--- config.mk ---
export PLATFORM = sky130hd
export DESIGN_NAME = pwm_decoder_flat
export DESIGN_NICKNAME = d
export VERILOG_FILES = /design/src/rtl/pwm_decoder_if.sv /design/src/rtl/pwm_decoder.sv /design/src/flat_wrapper.sv
export SDC_FILE = /design/constraint.sdc
export NUM_CORES = 1
export LEC_CHECK = 0
export ABC_AREA = 0
export BUFFER_PORTS_ARGS = -buffer_cell sky130_fd_sc_hd__buf_2
export CAP_MARGIN = 20
export CELL_PAD_IN_SITES_DETAIL_PLACEMENT = 1
export CELL_PAD_IN_SITES_GLOBAL_PLACEMENT = 1
export CORE_ASPECT_RATIO = 1.25
export CORE_MARGIN = 4
export CORE_UTILIZATION = 45
export DETAILED_ROUTE_END_ITERATION = 16
export HOLD_SLACK_MARGIN = 0.1
export PLACE_DENSITY_LB_ADDON = 0.1
export SYNTH_ARGS = -nofsm -noshare
export SYNTH_HDL_FRONTEND = slang
export SYNTH_SLANG_ARGS = --single-unit
--- constraint.sdc ---
create_clock -name clk -period 3.04 [get_ports clk]
set_input_delay 0.304 -clock clk [delete_from_list [all_inputs] [get_ports clk]]
set_output_delay 0.304 -clock clk [all_outputs]
set_load 0.1 [all_outputs]
--- src/rtl/pwm_decoder_if.sv ---
// PWM decoder signal bundle: raw PWM input plus decoded results.
// master = PWM source / result consumer, slave = the decoder.
interface pwm_decoder_if #(
  parameter int CNT_W = 28
);
  logic             pwm_in;
  logic [3:0]       duty;
  logic [CNT_W-1:0] high_cnt;
  logic [CNT_W-1:0] period_cnt;
  logic             valid;
  logic             stuck;

  modport master (output pwm_in, input duty, high_cnt, period_cnt, valid, stuck);
  modport slave  (input pwm_in, output duty, high_cnt, period_cnt, valid, stuck);
endinterface

--- src/rtl/pwm_decoder.sv ---
// PWM decoder: measures period and high time of pwm_in between rising edges,
// reports duty in sixteenths via a 6-cycle restoring divider, and flags a
// stuck input after TIMEOUT_CYCLES without a rising edge.
// Optional macro PWM_DECODER_GLITCH_FILTER_EN: 4-cycle hold filter on the
// synchronized input (rejects pulses of 3 cycles or less).
module pwm_decoder #(
  parameter int CNT_W          = 28,
  parameter int TIMEOUT_CYCLES = 150_000_000
) (
  input logic         clk,
  input logic         rst,
  pwm_decoder_if.slave bus
);
  localparam int unsigned TW = $clog2(TIMEOUT_CYCLES + 1);
  localparam logic [TW-1:0] TO_MAX = TW'(TIMEOUT_CYCLES);
  localparam logic [TW-1:0] TO_PRE = TW'(TIMEOUT_CYCLES - 1);

  typedef enum logic [1:0] {WAIT_EDGE, MEASURE, DIVIDE} state_t;

  state_t           state_q, state_d;
  logic             sync1, sync2, s_in, prev, rise;
  logic [CNT_W-1:0] period_ctr, high_ctr;
  logic [TW-1:0]    to_ctr;
  logic             timeout_hit, latch, finish, fire;
  logic [CNT_W:0]   rem, rem_next;
  logic             q_bit;
  logic [5:0]       quo;
  logic [2:0]       step;
  logic [6:0]       q_half;
  logic [3:0]       duty_calc;
  logic [3:0]       duty_q;
  logic [CNT_W-1:0] high_q, period_q;
  logic             valid_q, stuck_q;

  // Two-flop synchronizer and previous-level register for edge detect
  always_ff @(posedge clk) begin
    if (rst) begin
      sync1 <= 1'b0;
      sync2 <= 1'b0;
      prev  <= 1'b0;
    end else begin
      sync1 <= bus.pwm_in;
      sync2 <= sync1;
      prev  <= s_in;
    end
  end

`ifdef PWM_DECODER_GLITCH_FILTER_EN
  logic [2:0] hist;
  logic       filt_q;

  // Level changes only once the current and three previous samples agree
  always_comb begin
    s_in = filt_q;
    if (sync2 && (&hist))
      s_in = 1'b1;
    else if (!sync2 && !(|hist))
      s_in = 1'b0;
  end

  // Filter history and held level
  always_ff @(posedge clk) begin
    if (rst) begin
      hist   <= '0;
      filt_q <= 1'b0;
    end else begin
      hist   <= {hist[1:0], sync2};
      filt_q <= s_in;
    end
  end
`else
  // Unfiltered: decode directly from the synchronizer output
  always_comb s_in = sync2;
`endif

  assign rise        = s_in & ~prev;
  assign timeout_hit = !rise && (to_ctr == TO_PRE);

  // Period/high counters restart on every rising edge and saturate
  always_ff @(posedge clk) begin
    if (rst) begin
      period_ctr <= '0;
      high_ctr   <= '0;
      to_ctr     <= '0;
    end else begin
      if (rise) begin
        period_ctr <= CNT_W'(1);
        high_ctr   <= CNT_W'(1);
        to_ctr     <= '0;
      end else begin
        if (period_ctr != '1) period_ctr <= period_ctr + CNT_W'(1);
        if (s_in && high_ctr != '1) high_ctr <= high_ctr + CNT_W'(1);
        if (to_ctr != TO_MAX) to_ctr <= to_ctr + TW'(1);
      end
    end
  end

  // FSM state register
  always_ff @(posedge clk) begin
    if (rst) state_q <= WAIT_EDGE;
    else     state_q <= state_d;
  end

  // Next state and control strobes; timeout overrides everything but a rise
  always_comb begin
    state_d = state_q;
    latch   = 1'b0;
    finish  = 1'b0;
    fire    = 1'b0;
    case (state_q)
      WAIT_EDGE: if (rise) state_d = MEASURE;
      MEASURE: begin
        if (rise) begin
          latch   = 1'b1;
          state_d = DIVIDE;
        end
      end
      DIVIDE: begin
        if (step == 3'd6) begin
          finish  = 1'b1;
          state_d = MEASURE;
        end
      end
      default: state_d = WAIT_EDGE;
    endcase
    if (timeout_hit) begin
      fire    = 1'b1;
      finish  = 1'b0;
      state_d = WAIT_EDGE;
    end
  end

  // One restoring step: first step compares high_cnt itself (integer bit),
  // later steps work on the doubled remainder (fractional bits)
  always_comb begin
    q_bit    = (rem >= {1'b0, period_q});
    rem_next = q_bit ? (rem - {1'b0, period_q}) : rem;
    q_half   = ({1'b0, quo} + 7'd1) >> 1;
    duty_calc = (q_half > 7'd15) ? 4'd15 : q_half[3:0];
  end

  // Result latching, divider datapath and output registers
  always_ff @(posedge clk) begin
    if (rst) begin
      rem      <= '0;
      quo      <= '0;
      step     <= '0;
      duty_q   <= '0;
      high_q   <= '0;
      period_q <= '0;
      valid_q  <= 1'b0;
      stuck_q  <= 1'b0;
    end else begin
      valid_q <= 1'b0;
      if (latch) begin
        period_q <= period_ctr;
        high_q   <= high_ctr;
        rem      <= {1'b0, high_ctr};
        quo      <= '0;
        step     <= '0;
      end else if (state_q == DIVIDE && step != 3'd6) begin
        rem  <= rem_next << 1;
        quo  <= {quo[4:0], q_bit};
        step <= step + 3'd1;
      end
      if (finish) begin
        duty_q  <= duty_calc;
        valid_q <= 1'b1;
        stuck_q <= 1'b0;
      end
      if (fire) begin
        duty_q   <= s_in ? 4'd15 : 4'd0;
        high_q   <= '0;
        period_q <= '0;
        valid_q  <= 1'b1;
        stuck_q  <= 1'b1;
      end
    end
  end

  assign bus.duty       = duty_q;
  assign bus.high_cnt   = high_q;
  assign bus.period_cnt = period_q;
  assign bus.valid      = valid_q;
  assign bus.stuck      = stuck_q;
endmodule

--- src/flat_wrapper.sv ---
// flat-port wrapper written by rule: the top's interface ports become plain ports
module pwm_decoder_flat 
#(
  parameter int CNT_W          = 28,
  parameter int TIMEOUT_CYCLES = 150_000_000
)
  (clk, rst, bus_pwm_in, bus_duty, bus_high_cnt, bus_period_cnt, bus_valid, bus_stuck);
  pwm_decoder_if #(.CNT_W(CNT_W)) bus_i ();
  input logic clk;
  input logic rst;
  input wire logic [$bits(bus_i.pwm_in)-1:0] bus_pwm_in;
  output wire logic [$bits(bus_i.duty)-1:0] bus_duty;
  output wire logic [$bits(bus_i.high_cnt)-1:0] bus_high_cnt;
  output wire logic [$bits(bus_i.period_cnt)-1:0] bus_period_cnt;
  output wire logic [$bits(bus_i.valid)-1:0] bus_valid;
  output wire logic [$bits(bus_i.stuck)-1:0] bus_stuck;
  assign bus_i.pwm_in = bus_pwm_in;
  assign bus_duty = bus_i.duty;
  assign bus_high_cnt = bus_i.high_cnt;
  assign bus_period_cnt = bus_i.period_cnt;
  assign bus_valid = bus_i.valid;
  assign bus_stuck = bus_i.stuck;
  pwm_decoder #(.CNT_W(CNT_W), .TIMEOUT_CYCLES(TIMEOUT_CYCLES)) u_core (.clk(clk), .rst(rst), .bus(bus_i));
endmodule
==> results.md, run 1 <==
Yosys:
- The average instance in the mapped netlist occupies a little under 8 sq um.
- The synthesized design contains 0 enable-type register cells.
- The sequential share of the synthesized area is 0.4018.
- Synthesis produced 1186 cells.
- Counting flops and latches in the post-synthesis netlist gives 189.
- The netlist uses 53 different library cells.
- The dominant register cell in the synthesized netlist is dfxtp_1.
- Of all flip-flops after synthesis, the portion carrying an async set or reset was 0.
- The net count of the mapped netlist is roughly 1200.
- The warning count from the yosys run is 0.
- The summed instance area of the synthesized netlist is roughly 9400 sq um.

Power:
- For this design the ratio of total power to cell area is approximately 460 nW/um^2.
- The worst-case vdd ir drop is around 0.00037 V.
- Cell internal power was estimated by the tool at ~3.8 mW.
- The share of total power dissipated in sequential elements is 0.502.
- The clock network fraction of design power is 0.473.
- The total leakage power is approximately 4.3 nW.
- The analysis attributes to net switching a power of about 1.2 mW.
- The share of total power dissipated in combinational logic is 0.025.
- Of the total power, the share spent switching nets is 0.2328.

Layout:
- The sequential standard cell area is 3846 sq um.
- The number of antenna diodes is 0.
- The most frequent standard cell in the layout excluding fill and tap cells is nand2_1.
- The post-synthesis to final-layout area growth is 14.69%.
- For this run, the share of the core covered by cells in the final layout is 0.5316.
- The final net count is about 1300.
- The filler cell count in the final layout is 2549.
- The library cells used most frequently in the layout, excluding fill and tap cells, are nand2_1 (191), dfxtp_1 (167), nor2_1 (131), a21oi_1 (114), buf_2 (64).
- In the final layout, the multi-input gates occupy around 5300 sq um.
- In the final layout, the share of cells above drive strength 1 is 0.1258.

Hold path:
- The origin of the worst min-delay path is rst.
- The worst hold path stage count is 4.
- In this run the worst hold path is classified as primary input to flop.
- The end point of the most critical hold path is u_core.rem[24]$_SDFFE_PP0P_.

Run status:
- The run finished with clean final reports.

Timing:
- Headroom to the max-slew limit came out at 0.5541.
- The slew of the pin with the lowest slew margin is 668.9 ps.
- The tightest hold path in the finished design has a slack of about 390 ps.
- The ratio of final minimum period to clock period is 0.9521.
- The maximum clock skew at final layout is ~11 ps.
- The max-slew violation count is 0.
- The maximum clock frequency is between 300 and 400 MHz.
- Setup violations remaining at the end of the flow were counted as 0.
- The final count of hold timing violations is 0.
- Counting I/O delays and the setup requirement, the final critical path takes 2894 ps.
- The setup TNS is 0 ps.

Critical path:
- The category of the worst setup path capture point is a flop.
- The count of cells along the worst register-to-register path is 9.
- The launch instance of the worst register-to-register path is u_core.bus.period_cnt[14]$_SDFFE_PP0P_.
- The minimum setup slack among reg-to-reg paths is ~150 ps.
- The worst setup path startpoint is u_core.bus.period_cnt[14]$_SDFFE_PP0P_.
- Of all nets on the critical path, the largest fanout is 5.
- By startpoint and endpoint, the worst setup path is classified as flop to flop.
- The endpoint identified for the worst register-to-register timing path is u_core.rem[27]$_SDFFE_PP0P_.
- The launching element type of the critical path is a flop.
- The endpoint required time on the critical path is between 3000 and 4000 ps.
- Data on the critical path arrives at its endpoint at roughly 3300 ps.

GRT:
- Entering global routing, the biggest net connects 58 pins.
- The total overflow left after global routing is 0.
- The via count of the first global-routing pass is 8804.
- The first global-routing pass estimated 44260 um of wire.
- The total track usage is 0.2372.
- The number of antenna violations at the first check in global routing is 0.

Drt:
- The detailed router's first-iteration violation count is 384.
- The number of optimization iterations in the first detailed-route pass is 5.
- The detailed-route DRC error count is 0.
- The count of nets left with antenna violations after detail routing is 0.
- Dividing the detail-routed via count by the number of cells gives 5.551.
- The post-detailed-routing wire length is 26770 um.
- The routed layout has ~8500 vias.
- The detailed-route wire length per cell is between 15 and 20 um.

Clock tree:
- The cell chosen for the clock root is clkbuf_16.
- The total clock sinks is 189.
- The maximum number of buffers from clock root to sink is 2.
- The later-pin clock latency in the skew report is approximately 440 ps.
- The clock tree synthesis step divided the H-tree into 4 levels.
- The number of buffers created by CTS is 17.
- The CTS tree is built.
- Clock-pin slew was measured on the worst setup and hold paths at 70 ps.
- Buffers added to address setup during post-CTS repair amount to 0.

Die:
- In this run the count of I/O pins placed on the die edge is between 60 and 70.
- The die covers 23320 sq um.
- The die outline height is between 150 and 200 um.
- The die is roughly 140 um wide.
- The initial core utilization is 0.4635.
- The area inside the core boundary is about 20000 sq um.
- The number of core rows is 58.

Job:
- Max-cap violations in this run came to 0.

Place:
- The congestion estimate from routability-driven global placement came to between 0.9 and 1.
- The count of port buffers added during placement is between 60 and 70.
- Summed over all nets, the half-perimeter wirelength after detailed placement is about 20000 um.
-- power groups by stage --
stage / registers (mW) / clock network [mW] / logic [mW]
after floorplan: 2.54 / 0 / 0.0842
after global placement: 2.54 / 0 / 0.119
after detailed placement: 2.54 / 0 / 0.122
after CTS: 2.49 / 2.40 / 0.124
after global routing: 2.49 / 2.52 / 0.138
final: 2.49 / 2.34 / 0.123
-- critical path, stage by stage, from the launching register on --
cell and delay (ps):
dfxtp_4 350, inv_1 40, ha_1 340, nand4_1 200
or4_4 590, nor4_2 320, o21bai_1 180, and3_1 250
or4_1 500, nand3_1 70
-- logic make-up (layout without fill, tap and decap cells) --
group                      Yosys count  in the layout  synth area share
buffers and inverters              101            171           0.04225
DFF                                189            189            0.4018
xor gates and xnor gates            95             95           0.08835
and+or+nand+nor                    500            500            0.2425
adders and majority gates           36             36           0.04863
muxes                               20             20           0.02126
AOI/OAI and AO/OA                  245            245            0.1553
-- per-stage QoR --
step / area [sq um] / instances / total power, mW / setup slack (ps)
after global routing: 10800 / 1526 / 5.147 / -0.3124
after floorplan: 9480 / 1186 / 2.625 / 10.36
after detailed placement: 10160 / 1493 / 2.666 / 128.9
after CTS: 10790 / 1526 / 5.015 / 119.0
after global placement: 10160 / 1493 / 2.662 / 257.8
final: 10800 / 1526 / 4.953 / 145.8
-- state kept, by name, summed over array words and instances (netlist names) --
| register | count |
|---|---|
| u_core.bus.duty | 4 |
| u_core.bus.high_cnt | 28 |
| u_core.bus.period_cnt | 28 |
| u_core.bus.stuck | 1 |
| u_core.bus.valid | 1 |
| u_core.high_ctr | 28 |
| u_core.period_ctr | 28 |
| u_core.prev | 1 |
| u_core.quo | 6 |
| u_core.rem | 29 |
| u_core.s_in | 1 |
| u_core.state_q | 2 |
| u_core.step | 3 |
| u_core.sync1 | 1 |
| u_core.to_ctr | 28 |
-- cell usage after synthesis (11+ instances only) --
library cell | count | area (sq um)
nand3_1 | 53 | 265.3
a21boi_0 | 21 | 157.7
a21oi_1 | 114 | 570.6
nand2_1 | 193 | 724.4
xnor2_1 | 41 | 359.1
inv_1 | 43 | 161.4
nor2_1 | 131 | 491.7
clkbuf_1 | 41 | 153.9
o22ai_1 | 15 | 93.84
o21ai_0 | 32 | 160.2
nand4_1 | 29 | 181.4
nor2b_1 | 11 | 68.82
xor2_1 | 54 | 473.0
dfxtp_1 | 189 | 3784
mux2i_1 | 20 | 200.2
or3_1 | 12 | 75.07
ha_1 | 35 | 437.9
nor3_1 | 19 | 95.09
and3_1 | 13 | 81.33
-- cell type report --
cell class,instances,share of cell area
multi-input cells,896,0.4864
clock inverters,14,0.01633
well taps,270,0.03128
clock buffers,18,0.04170
repair buffers,96,0.05328
inverters,43,0.01494
flip-flops and latches,189,0.3561
-- layer usage --
layer  share of wire  routed length [um]  GRT usage  up-vias
met4           0.036                 969    0.09766        0
met3           0.029                 775    0.04063       52
met1            0.42               11200     0.2718     4099
met5               0                   0          0        -
met2            0.52               13830     0.4301      114
li1                -                   -          -     4206
-- worst max-delay path by stage --
stage / to / slack, ps / depth (start not counted)
6_report: u_core.rem[27]$_SDFFE_PP0P_ / 150 / 9
5_1_grt: u_core.rem[27]$_SDFFE_PP0P_ / -0.3 / 9
4_1_cts: u_core.rem[8]$_SDFFE_PP0P_ / 120 / 10
3_5_place_dp: u_core.rem[8]$_SDFFE_PP0P_ / 130 / 10
3_3_place_gp: u_core.rem[12]$_SDFFE_PP0P_ / 260 / 10
2_1_floorplan: u_core.rem[27]$_SDFFE_PP0P_ / 10 / 11
-- repair_timing --
| action | in CTS | in global routing |
|---|---|---|
| hold endpoints to repair | 1 | 0 |
| hold buffers | 1 | 0 |
| resized for setup | 0 | 2 |
| setup endpoints to repair | 0 | 18 |
No activity file was read; power rests on OpenSTA's default activity.
==> inputs of run 2 (changes only) <==
- GPL_TIMING_DRIVEN: unset -> 0
==> results.md, run 2 (same netlist as run 1, synthesis figures left out) <==
Run status:
- The flow ran to the end, and the final reports show no timing, DRC or antenna violations.

Critical path:
- The terminus of the critical flop-to-flop path is u_core.rem[27]$_SDFFE_PP0P_.
- The count of cells along the worst register-to-register path is 10.
- The stage delay of the slowest cell on the critical path is approximately 600 ps.
- The critical path class is flop to flop.
- The critical path data arrival time is 3300 ps.
- The signal on the critical path passes through inv_1 > ha_1 > buf_2 > nand4_1 > or4_4 > nor4_4 > o21bai_2 > and3_4 > or4_1 > nand3_1.
- The category of the worst setup path capture point is a flop.
- STA classifies the critical path startpoint as a flop.
- Along the worst path, the maximum fanout reaches 8.
- The minimum setup slack among reg-to-reg paths is approximately 110 ps.
- The highest-delay cell along the critical path is or4_4.
- The endpoint required time on the critical path is ~3400 ps.
- The startpoint identified for the worst register-to-register timing path is u_core.bus.period_cnt[15]$_SDFFE_PP0P_.

Clock tree:
- The maximum number of buffers from clock root to sink is 2.
- The later-pin clock latency in the skew report is 430 ps.
- The number of clock buffers added by TritonCTS is 17.
- The H-tree was split into 4 levels.
- For this design, the sink count on the clock tree is approximately 190.
- Clock-pin slew was measured on the worst setup and hold paths at ~70 ps.
- The CTS tree is built.
- The cell chosen for the clock root is clkbuf_16.

Place:
- The count of port buffers added during placement is 64.
- At the end of routability-driven placement, the weighted congestion stood at between 0.9 and 1.
- The instance area at placement is roughly 10000 sq um.
- Counting tap cells, the placed design contains a total of 1520 instances.
- The total half-perimeter wirelength after legalization and detailed placement is approximately 22000 um.

Die:
- between 60 and 70 I/O pins were placed.
- For this configuration, the core starts out at a cell density of 0.4635.
- Measured along the y axis, the die boundary spans 169.7 um.
- The number of core rows is 58.
- The die covers ~23000 sq um.
- In this run the horizontal extent of the chip is 137.4 um.
- In this run the standard cell core region covers roughly 20000 sq um.

Job:
- The max-cap violation count is 0.

Layout:
- Once layout is complete, the cells apart from fillers number 1550.
- The register containing the most flip-flops in the final layout is u_core.rem.
- The final net count is approximately 1300.
- The repair_antennas step left the layout with diodes totalling 0.
- With fillers left out, the area of the finished cells amounts to ~11000 sq um.
- The flip-flop count of the largest register, all copies and words added is 29.
- The library cell used most frequently in the layout, excluding fill and tap cells, is nand2_1.
- The final core area utilization is 0.5310.
- The area growth from synthesis to layout is 14.56%.
- The library cells used most frequently in the layout, excluding fill and tap cells, are nand2_1 (193), dfxtp_1 (167), nor2_1 (131), a21oi_1 (114), buf_2 (74).
- The fraction of final layout cells with drive strength greater than 1 is 0.1141.

GRT:
- The number of antenna violations at the first check in global routing is 0.
- The total track usage is 0.2531.
- The first-pass GRT wire length is 47000 um.
- The via count of the first global-routing pass came to between 9000 and 10000.
- The global-route congestion overflow total is 0.
- Entering global routing, the biggest net connects 20 pins.

Power:
- The total power per unit cell area is roughly 450 nW/um^2.
- The worst-case vdd ir drop is 0.0003473 V.
- The total leakage power is 4.296 nW.

Drt:
- In the routed design, unresolved DRC markers number 0.
- The final layout contains routed wiring with a total length of a little under 30000 um.
- The count of nets left with antenna violations after detail routing is 0.
- Detailed routing inserted a total of around 8700 vias.
- The number of optimization iterations in the first detailed-route pass is 5.
- The detailed router's first-iteration violation count is about 410.
- The detailed-route wire length per cell is between 15 and 20 um.
- The detailed-route vias per instance is roughly 5.6.

Timing:
- After layout, the minimum clock period comes to 2933 ps.
- Headroom to the max-slew limit came out at 0.4888.
- The slew of the pin with the lowest slew margin is 766.9 ps.
- Setup violations remaining at the end of the flow were counted as 0.
- For the final database, setup skew stands at roughly 15 ps.
- Across all hold checks on the routed design, the worst slack comes to 289.9 ps.
- Adding up every negative setup slack in the final design gives 0 ps.
- For this run, the top clock speed supported by timing is 340.9 MHz.
- The ratio of final minimum period to clock period is 0.9649.
- The max-slew violation count is 0.
- The final count of hold timing violations is 0.

Hold path:
- The end point of the most critical hold path is u_core.rem[24]$_SDFFE_PP0P_.
- The worst hold path was traced through 4 stages.
- The classification of the worst-slack hold path is primary input to flop.
- The origin of the worst min-delay path is rst.
-- run 2: cell count changes in the layout (fill, tap and decap cells not counted), sizes merged --
cell,delta
bufinv,-2
clkbuf,+37
buf,-13
inv,+2
-- run 2: what timing repair did --
| action | 4_1_cts | 5_1_grt |
|---|---|---|
| hold buffers | 1 | 0 |
| setup endpoints to repair | 49 | 64 |
| endpoints found under the hold margin | 1 | 0 |
| gates resized for setup | 12 | 10 |
| pin swaps | 0 | 3 |
| setup buffers | 0 | 2 |
-- run 2: critical path, delay by kind of cell (launching register included) --
kind | cells | cell delay (ps)
and+or+nand+nor | 6 | 1860
DFF | 1 | 340
adders and majority gates | 1 | 270
buffers and inverters | 2 | 240
AOI/OAI and AO/OA | 1 | 150
-- run 2: cell type report --
cell class,count,area (sq um)
plain buffers,53,239.0
clock buffers,18,429.2
clock inverters,14,147.6
fillers,2561,9530
inverters,43,161.4
multi-input cells,896,5283
flip-flops and latches,189,3846
well taps,270,337.8
repair buffers,67,345.3
-- run 2: stage by stage --
| step | worst slack [ps] | total power, mW |
|---|---|---|
| after floorplan | 10.36 | 2.625 |
| after global placement | -308.7 | 2.674 |
| after detailed placement | -386.7 | 2.678 |
| after CTS | -25.05 | 4.860 |
| after global routing | -0.4676 | 4.982 |
| final | 106.7 | 4.816 |
-- run 2: how the worst max path moves through the flow --
stage	from	endpoint	cells past startpoint
2_1_floorplan	u_core.bus.period_cnt[8]$_SDFFE_PP0P_	u_core.rem[27]$_SDFFE_PP0P_	11
3_3_place_gp	u_core.bus.period_cnt[19]$_SDFFE_PP0P_	u_core.rem[24]$_SDFFE_PP0P_	12
3_5_place_dp	u_core.bus.period_cnt[20]$_SDFFE_PP0P_	u_core.rem[24]$_SDFFE_PP0P_	12
4_1_cts	u_core.bus.period_cnt[15]$_SDFFE_PP0P_	u_core.rem[23]$_SDFFE_PP0P_	11
5_1_grt	u_core.bus.period_cnt[11]$_SDFFE_PP0P_	u_core.rem[27]$_SDFFE_PP0P_	10
6_report	u_core.bus.period_cnt[15]$_SDFFE_PP0P_	u_core.rem[27]$_SDFFE_PP0P_	10
-- run 2: where the power goes --
part	internal [mW]	total [mW]	switching (mW)
clock	1.10	2.19	1.09
combinational	0.0346	0.138	0.103
sequential	2.47	2.49	0.0136
-- run 2: metal layers --
layer	global-route usage	share of wire	vias to the layer above
met5	0	0	-
met4	0.09071	0.031	0
met3	0.03707	0.033	42
met2	0.4622	0.52	160
met1	0.2970	0.41	4236
li1	-	-	4247
==> inputs of run 3 (changes only) <==
- ABC_AREA: 0 -> 1
- CORE_UTILIZATION: 45 -> 44
==> results.md, run 3 <==
Die:
- The total area inside the core boundary comes to 24660 sq um.
- For this design the top-level I/O count stands at 65.
- The floorplan has between 60 and 70 rows.
- The die outline height is 185.5 um.
- The die is ~150 um wide.
- For this configuration, the core starts out at a cell density of 0.4495.
- The die footprint is 27820 sq um.

Timing:
- The slew of the pin with the lowest slew margin is between 800 and 900 ps.
- The final setup slack of the worst path is a little under 400 ps.
- Setup violations remaining at the end of the flow were counted as 0.
- The max-slew violation count is 0.
- The setup TNS is 0 ps.
- The maximum clock frequency is between 300 and 400 MHz.
- Setup repair after global routing left no endpoint under its margin.
- For the final database, setup skew stands at roughly 15 ps.
- The minimum period implied by the final worst setup slack is around 2600 ps.
- Of the available clock period, the critical path in the final layout requires 0.8693.
- Headroom to the max-slew limit came out at 0.4310.
- The final count of hold timing violations is 0.

Layout:
- Fill cells in the final layout number 3437.
- The count of cells in the finished layout, fillers not included, comes to ~2200.
- The register containing the most flip-flops in the final layout is u_core.rem.
- The fraction of final layout cells with drive strength greater than 1 is 0.09617.
- Leaving out fill and tap cells, the most frequent cell in the layout is nand2_1.
- The final layout contains 1856 nets.
- The repair_antennas step left the layout with diodes totalling 0.
- In the layout the commonest cells are nand2_1 (548), inv_1 (265), dfxtp_1 (189), a21oi_1 (161), nor2_1 (125).
- The flip-flop count of the largest register, all copies and words added is 29.
- The area growth from synthesis to layout is 12.13%.
- With fillers left out, the area of the finished cells amounts to ~12000 sq um.

Drt:
- After detailed routing, the average wire length per cell comes to 18.12 um.
- Using the TritonRoute via totals, the vias-per-cell ratio works out to ~5.4.
- The number of optimization iterations in the first detailed-route pass is 5.
- Once detail routing completed, the nets flagged for antenna violations numbered 0.
- The first routing iteration left about 550 violations.
- For this run, design rule violations remaining after detail routing come to 0.
- Across all layers, the routed design uses around 12000 vias.
- The post-detailed-routing wire length is slightly below 40000 um.

Place:
- The worst slack at placement is a little over 500 ps.
- The routability congestion estimate from global placement is about 0.97.
- In this run the cell area measured after placement is roughly 12000 sq um.
- Input and output buffers added on the ports amount to 63.
- Summed over all nets, the half-perimeter wirelength after detailed placement is 31740 um.
- Counting tap cells, the placed design contains a total of 2127 instances.

Critical path:
- STA classifies the critical path startpoint as a flop.
- The signal on the critical path passes through inv_1 > ha_1 > nand2_1 > nor2_1 > nand2_1 > inv_1 > nand4_2 > nand3_4 > buf_4 > nand3_1 > nand3_1 > a21oi_1.
- The count of cells along the worst register-to-register path is 12.
- The critical path data arrival time is roughly 3000 ps.
- The critical path class is flop to flop.
- Along the worst path, the maximum fanout reaches 10.
- The endpoint required time on the critical path is ~3400 ps.
- Among all stages on the critical path, the largest delay is contributed by dfxtp_1.
- Counting buffers and inverters, the worst setup path is 12 cells deep.
- The count of buffer and inverter cells on the critical path is 3.
- The stage delay of the slowest cell on the critical path is 450 ps.
- STA classifies the critical path endpoint as a flop.
- Grouping stages by cell kind, the critical path spends the most delay in simple AND/OR/NAND/NOR gates.

Yosys:
- Ranked by total cell area, the synthesized netlist is headed by dfxtp_1 (34%), nand2_1 (19%), inv_1 (9.0%).
- The most used flip-flop cell after synthesis is dfxtp_1.
- In the synthesized netlist the async set-or-reset flop fraction comes to 0.
- The net count of the mapped netlist is approximately 1800.
- Sorting the synthesized cells by how often they occur yields nand2_1 (548), inv_1 (265), dfxtp_1 (189), a21oi_1 (161), nor2_1 (125).
- The summed instance area of the synthesized netlist is 11090 sq um.
- Of all cell types, the one taking the most synthesized area is dfxtp_1.
- The warning count from the yosys run is 0.
- The netlist uses between 40 and 50 different library cells.
- In the post-synthesis netlist, the cell with the most instances is nand2_1.
- The share of synthesized area in the top cell type comes to 0.3413.
- The share of the Yosys chip area taken by registers is 0.3413.
- Each instance of the synthesized netlist takes up on average 6.394 sq um.
- The cell count after synthesis is 1734.
- The count of flip-flops with a built-in enable after synthesis is 0.
- In this run, synthesis produced a sequential element count of 189.

GRT:
- The global-route congestion overflow total is 0.
- Entering global routing, the biggest net connects 18 pins.
- The via count of the first global-routing pass is 11992.
- The number of antenna violations at the first check in global routing is 0.
- The first global-routing pass estimated between 60000 and 70000 um of wire.
- Across every metal layer, demand over resource in global routing totals 0.2876.

Clock tree:
- The CTS clock-pin slew for the worst setup and hold paths is roughly 70 ps.
- The number of buffers created by CTS is 17.
- The cell chosen for the clock root is clkbuf_16.
- The total clock sinks is 189.
- TritonCTS built the clock tree.
- The number of H-tree levels is 4.
- The number of setup buffers added after CTS is 0.
- The later-pin clock latency in the skew report is approximately 450 ps.
- The maximum number of buffers from clock root to sink is 2.

Power:
- The total chip power is 5.013 mW.
- Summed over all cells, the static leakage comes to roughly 5.5 nW.
- In this run the power density over the cells is 403.2 nW/um^2.
- The worst-case vdd ir drop is approximately 0.0004 V.

Run status:
- The run finished with clean final reports.

Job:
- Across the run, the number of max-cap violations was 0.

Hold path:
- Along the worst hold path, the cell count comes to 2.
- The classification of the worst-slack hold path is primary input to flop.
==> run 3: cell count changes in the layout (fill, tap and decap cells not counted), moves of 14 or more <==
cell	change
xnor2_1	-25
a21boi_0	-21
inv_1	+222
nor3_1	+17
o22ai_1	-15
xor2_1	-30
nand2_1	+355
a21oi_1	+47
dfxtp_4	-14
o21ai_0	+26
dfxtp_1	+22
nand3_1	+44
clkbuf_1	-17
mux2i_1	-20
==> run 3: path summary, 6_finish.rpt <==
path	slack [ps]	start	endpoint
worst max register to register	400	u_core.bus.period_cnt[18]$_SDFFE_PP0P_	u_core.rem[24]$_SDFFE_PP0P_
worst min register to register	420	u_core.sync1$_SDFF_PP0_	u_core.s_in$_SDFF_PP0_
worst max-delay path	400	u_core.bus.period_cnt[18]$_SDFFE_PP0P_	u_core.rem[24]$_SDFFE_PP0P_
worst min-delay path	350	rst	u_core.rem[4]$_SDFFE_PP0P_
==> run 3: final cells by class <==
type / instances / area, sq um / share of cell area
Multi-Input combinational cell: 1223 / 6012 / 0.4836
Inverter: 278 / 1044 / 0.08394
Timing Repair Buffer: 64 / 325.3 / 0.02617
Buffer: 44 / 247.7 / 0.01993
Clock buffer: 21 / 460.4 / 0.03704
Sequential cell: 189 / 3784 / 0.3043
Tap cell: 330 / 412.9 / 0.03321
Clock inverter: 11 / 146.4 / 0.01178
==> run 3: layer usage <==
| layer | track usage | share of wire | up-vias | routed length, um |
|---|---|---|---|---|
| met5 | 0 | 0 | - | 0 |
| met4 | 0.1344 | 0.049 | 0 | 1907 |
| met3 | 0.03653 | 0.041 | 96 | 1603 |
| met2 | 0.5106 | 0.49 | 267 | 19350 |
| met1 | 0.3442 | 0.42 | 5583 | 16290 |
| li1 | - | - | 5666 | - |
==> run 3: metrics by stage <==
stage	util	hold WS, ps
6_report	0.5041	349.0
5_1_grt	0.5041	383.6
4_1_cts	0.5041	324.8
3_5_place_dp	0.4790	402.7
3_3_place_gp	0.4790	398.3
2_1_floorplan	-	388.3
==> run 3: what timing repair did <==
| action | in CTS | in global routing |
|---|---|---|
| hold buffers | 1 | 0 |
| gates resized for setup | 0 | 0 |
| endpoints found under the hold margin | 1 | 0 |
==> run 3: power by group <==
part	total, mW	leakage [nW]	switching [mW]	internal (mW)
Sequential	2.50	1.52	0.0126	2.48
Clock	2.35	0.290	1.07	1.28
Combinational	0.169	3.65	0.127	0.0416
Total	5.01	5.46	1.21	3.81
==> run 3: kinds of logic after synthesis <==
| group | share of synthesized area |
|---|---|
| flip-flops | 0.3413 |
| XOR/XNOR | 0.03160 |
| buffers and inverters | 0.1165 |
| adder cells (fa/ha/maj) | 0.04130 |
| AO/OA/AOI/OAI | 0.1170 |
| AND/OR/NAND/NOR | 0.3523 |
